`src/rtl/irr_priority_resolver.sv`:
```
// IRR capture and priority resolution for the PIC: synchronizes IR lines, latches edge/level requests,
// and resolves the highest unmasked request against in-service state. Optional macro: SPECIAL_MASK_MODE_EN.
module irr_priority_resolver #(
  parameter int unsigned SYNC_STAGES  = 2,
  parameter logic [2:0]  RESET_LOWEST = 3'd7
) (
  input  logic       clk,
  input  logic       rst_n,
  input  logic [7:0] ir,
  input  logic       ltim,
  input  logic [7:0] imr,
  input  logic [7:0] isr,
  input  logic       smm,
  input  logic       inta_active,
  input  logic       ack_strobe,
  input  logic       prio_load,
  input  logic [2:0] prio_lowest,
  output logic [7:0] irr,
  output logic [7:0] irr_highest_bit,
  output logic       higher_priority,
  output logic       int_req,
  output logic [2:0] lowest_prio
);

  logic [SYNC_STAGES-1:0][7:0] sync_reg;
  logic [7:0] ir_s;
  logic [7:0] ir_d_reg;

  logic [7:0] irr_reg, irr_next;
  logic [7:0] highest_reg, highest_next;
  logic       higher_reg, higher_next;
  logic       int_reg;
  logic [2:0] lowest_reg;

  logic [7:0] cand;
  logic [7:0] isr_eff;
  logic [2:0] start_lvl;
  logic [7:0] cand_rot, isr_rot;
  logic [3:0] cand_rank, isr_rank;
  logic [2:0] cand_lvl;
  logic       cand_any;

  // Input synchronizer; stage 0 faces the asynchronous pins.
  always_ff @(posedge clk) begin
    if (!rst_n) begin
      sync_reg <= '0;
      ir_d_reg <= '0;
    end else begin
      sync_reg <= {sync_reg[SYNC_STAGES-2:0], ir};
      ir_d_reg <= ir_s;
    end
  end

  assign ir_s = sync_reg[SYNC_STAGES-1];

  // Edge mode: a fresh rising edge beats a simultaneous acknowledge of the same bit.
  for (genvar gi = 0; gi < 8; gi++) begin : g_irr
    logic rise;
    logic ack_hit;
    assign rise    = ir_s[gi] & ~ir_d_reg[gi];
    assign ack_hit = ack_strobe & highest_reg[gi];
    assign irr_next[gi] = ltim ? (ir_s[gi] & ~ack_hit)
                               : (rise | (ir_s[gi] & ~ack_hit & irr_reg[gi]));
  end

  assign cand = irr_reg & ~imr;

`ifdef SPECIAL_MASK_MODE_EN
  assign isr_eff = smm ? (isr & ~imr) : isr;
`else
  logic unused_smm;
  assign unused_smm = smm;
  assign isr_eff    = isr;
`endif

  // Rotate both vectors so index 0 is the highest-priority level; 3-bit adds wrap mod 8.
  assign start_lvl = lowest_reg + 3'd1;

  for (genvar gi = 0; gi < 8; gi++) begin : g_rot
    logic [2:0] lvl;
    assign lvl          = start_lvl + 3'(gi);
    assign cand_rot[gi] = cand[lvl];
    assign isr_rot[gi]  = isr_eff[lvl];
  end

  always_comb begin
    cand_rank = 4'd8;
    isr_rank  = 4'd8;
    for (int r = 7; r >= 0; r--) begin
      if (cand_rot[r]) cand_rank = 4'(r);
      if (isr_rot[r])  isr_rank  = 4'(r);
    end
  end

  assign cand_any     = |cand;
  assign cand_lvl     = start_lvl + cand_rank[2:0];
  assign highest_next = cand_any ? (8'd1 << cand_lvl) : 8'd0;
  assign higher_next  = cand_any && (cand_rank < isr_rank);

  // Resolution outputs hold through INTA so the in-service register sees a stable vector.
  always_ff @(posedge clk) begin
    if (!rst_n) begin
      irr_reg     <= '0;
      highest_reg <= '0;
      higher_reg  <= 1'b0;
      int_reg     <= 1'b0;
      lowest_reg  <= RESET_LOWEST;
    end else begin
      irr_reg <= irr_next;
      if (prio_load) lowest_reg <= prio_lowest;
      if (!inta_active) begin
        highest_reg <= highest_next;
        higher_reg  <= higher_next;
        int_reg     <= higher_reg;
      end
    end
  end

  assign irr             = irr_reg;
  assign irr_highest_bit = highest_reg;
  assign higher_priority = higher_reg;
  assign int_req         = int_reg;
  assign lowest_prio     = lowest_reg;

endmodule
```
`config.mk`:
```
export PLATFORM = sky130hd
export DESIGN_NAME = irr_priority_resolver
export DESIGN_NICKNAME = d
export VERILOG_FILES = /design/src/rtl/irr_priority_resolver.sv
export SDC_FILE = /design/constraint.sdc
export NUM_CORES = 1
export LEC_CHECK = 0
export ABC_AREA = 1
export ABC_CLOCK_PERIOD_IN_PS = 3900
export BUFFER_PORTS_ARGS = -buffer_cell sky130_fd_sc_hd__buf_2
export CAP_MARGIN = 25
export CORE_ASPECT_RATIO = 1.75
export CORE_MARGIN = 8
export CORE_UTILIZATION = 25
export CTS_CLUSTER_SIZE = 14
export DETAILED_ROUTE_END_ITERATION = 16
export HOLD_SLACK_MARGIN = 0.05
export SLEW_MARGIN = 20
export SYNTH_ARGS = -nofsm -noshare
export SYNTH_HDL_FRONTEND = slang
export SYNTH_SLANG_ARGS = --single-unit
```
`constraint.sdc`:
```
create_clock -name clk -period 3.9 [get_ports clk]
set_clock_uncertainty 0.05 [all_clocks]
set_input_delay 0.78 -clock clk [delete_from_list [all_inputs] [get_ports clk]]
set_output_delay 0.78 -clock clk [all_outputs]
set_load 0.03 [all_outputs]
```
==> flow_metrics.py <==
metrics = {
    "yosys": {
        "synthFlopType": "dfxtp_1",
        "synthTopCellsByArea": "dfxtp_1, nand2_1, inv_1",
        "netlist_area_sq_um": 2660,
        "synth_cell_type_count": 31,
        "synth_top_area_share": 0.339,
        "yosys.area.top_type": "dfxtp_1",
        "ys_ff_latch": 45,
        "synth.most_common_cell": "nand2_1",
        "synthCells": 413,
        "async_flop_share": 0,
        "ys_seq_area_frac": 0.339,
        "synthTopCellsByCount": "nand2_1, inv_1, dfxtp_1",
        "synth_edf_count": 0,
        "syn-num-nets": 454,
        "ys_warn_count": 0,
        "syn_area_per_cell_sq_um": 6.43,
    },
    "critical_path": {
        "reg2reg_to": "irr_highest_bit[1]",
        "setup.worst_path.class": "reg2reg",
        "crit_chain": "inv_2 > ha_1 > inv_2 > nand2_1 > nand2_1 > nand2_1 > nand3_1 > o21ai_2 > nand2_1 > nand2_1 > nand2_1 > nand2_1 > nand2_1 > nand2_1 > inv_1 > ha_1 > inv_1 > fa_1 > inv_1 > nor4_1 > nand2_1 > a21oi_2",
        "ff2ff_path_depth": 22,
        "reg2reg_slack_ns": 0.48,
        "cp_slowest_cell": "fa_1",
        "crit_path_max_fanout": 11,
        "required_ns": 4.07,
        "worstReg2RegStart": "lowest_prio[0]",
        "critPathLaunchType": "flop",
        "worstPathArrival_ns": 3.59,
        "crit_top_cell": "nand2_1",
        "end_kind": "flop",
        "slowest_delay_ns": 0.53,
    },
    "global_routing": {
        "use_met1": 0.0992,
        "antenna_found_initial": 0,
        "grt_max_degree": 27,
        "busiest_layer": "met2",
        "grt_pass1_vias": 2571,
        "grt_pass1_wl_mm": 11.6,
        "grt.overflow.total": 0,
        "met2_usage": 0.192,
        "grtUsageTotal": 0.101,
        "gr-usage-met3": 0.0173,
    },
    "floorplanning": {
        "fp.dieH_microns": 152,
        "initial_core_util": 0.253,
        "core_sq_um": 10500,
        "row_count": 50,
        "dieArea_sq_um": 14300,
        "io_pins": 55,
        "die_w_microns": 93.9,
    },
    "sta": {
        "fin_tns_setup_ns": 0,
        "fin_crit_ns": 3.42,
        "rsz0062_at_grt": "false",
        "maxSlewViolCount": 0,
        "fin_crit_sh": 0.878,
        "hold_viol": 0,
        "fmax_mhz": 292,
        "worst_pin_slew_ns": 0.526,
        "setup_viol": 0,
        "slew_headroom": 0.649,
    },
    "clock_tree": {
        "cts_sinks": 45,
        "cts_tree": "yes",
        "clk_latency_ns": 0.28,
        "post_cts_buffers": 0,
        "cts_root_buffer": "clkbuf_16",
        "htreeDepth": 2,
        "cts_buffers": 5,
        "clk_path_buf_depth": 2,
        "cts_resized": 0,
        "hold_buffers": 0,
        "clkTransAtPathRegs_ns": 0.06,
    },
    "final_layout": {
        "fin_util": 0.305,
        "fill_cells": 1190,
        "n_antenna_cell": 0,
        "area_delta_synth_final_pct": 20.8,
        "drive_gt1_frac": 0.218,
        "instances_no_fill": 594,
        "nets": 504,
    },
    "min_path": {
        "hold_start": "sync_reg[7]",
        "min_to": "ir_s[7]",
        "hold_path.class": "reg2reg",
        "hold-path-cell-count": 2,
    },
    "detailed_routing": {
        "drtIter0Drc": 70,
        "drtPass1Iterations": 4,
        "wl_per_cell_microns": 12.0,
        "drt_wl_total_mm": 7.13,
        "avgViaCountPerCell": 4.46,
        "antenna_left": 0,
        "drc": 0,
        "via_count": 2651,
    },
    "pwr": {
        "p_per_area_nw_per_um2": 462,
        "p_leak_nw": 1.81,
        "total_power_mw": 1.48,
        "ir_drop_mv": 0.372,
    },
    "run_status": {
        "outcome": "completed",
    },
    "placement": {
        "dp_hpwl_mm": 5.86,
        "io_buffers": 53,
        "gp_congestion": 0.840,
        "dp_cells": 586,
    },
    "flow_run": {
        "maxCapViolCount": 0,
    },
}
[final cells by class]
cell class,instances,area (sq um),area share
Multi-Input combinational cell,289,1440,0.448
Tap cell,130,163,0.0507
Inverter,66,250,0.0780
Clock inverter,3,46.3,0.0144
Timing Repair Buffer,56,288,0.0897
Sequential cell,45,901,0.281
Clock buffer,5,125,0.0390
[routing by layer]
metal,vias to the layer above,share of wire
met4,0,0.037
li1,1388,-
met5,-,0
met2,63,0.53
met1,1182,0.40
met3,18,0.036
[how the worst max path moves through the flow]
stage | from | endpoint | slack (ns)
detailed placement | lowest_prio[0] | irr_highest_bit[1] | 0.49
CTS | lowest_prio[0] | irr_highest_bit[1] | 0.46
finish | lowest_prio[0] | irr_highest_bit[1] | 0.48
floorplan | lowest_prio[0] | irr_highest_bit[4] | 0.12
global route | lowest_prio[0] | irr_highest_bit[1] | 0.02
global placement | lowest_prio[0] | irr_highest_bit[0] | 0.52
[kinds of logic after synthesis]
group | Yosys count | share of synthesized area
DFF | 45 | 0.339
adders and majority gates | 7 | 0.0358
xor gates and xnor gates | 1 | 0.00330
AOI/OAI and AO/OA | 47 | 0.104
buffers and inverters | 79 | 0.120
and+or+nand+nor | 234 | 0.398
[per-stage QoR]
stage	setup slack [ns]	hold WS, ns	instance area [sq um]
after CTS	0.460	0.362	3210
after floorplan	0.116	0.340	2660
after detailed placement	0.490	0.347	3040
after global routing	0.0234	0.378	3210
after global placement	0.522	0.342	3040
final	0.477	0.361	3210
[worst max-delay path: cells and delay by family, from the launching register on]
| kind | cells | cell delay, ns |
|---|---|---|
| and+or+nand+nor | 12 | 1.33 |
| DFF | 1 | 0.34 |
| buffers and inverters | 5 | 0.42 |
| AOI/OAI and AO/OA | 2 | 0.21 |
| adders and majority gates | 3 | 1.00 |
[power breakdown]
part / total [mW] / switching, mW / internal (mW)
registers: 0.512 / 0.0219 / 0.490
clock network: 0.474 / 0.172 / 0.303
logic: 0.497 / 0.329 / 0.168
total: 1.48 / 0.522 / 0.961
[cells in the final DEF, fill, tap and decap left out]
master	n
nand2_1	151
nand2_2	7
nand3_1	44
nor3_2	1
nor2_1	6
or3_1	1
inv_4	1
nand4_1	1
nand2_4	7
or2_2	8
a31oi_2	1
o21ai_0	16
buf_4	3
or2_0	1
o21ai_2	2
a31o_2	1
xor2_1	1
inv_1	61
a31oi_1	3
clkbuf_16	5
dfxtp_1	45
ha_1	6
a21oi_2	4
o21a_1	1
buf_2	53
clkinvlp_4	1
nand3_2	1
clkinv_4	1
fa_1	1
bufinv_16	1
nor4_1	5
a21oi_1	19
nor3_1	1
inv_2	4
(Power assumes the default switching activity.)
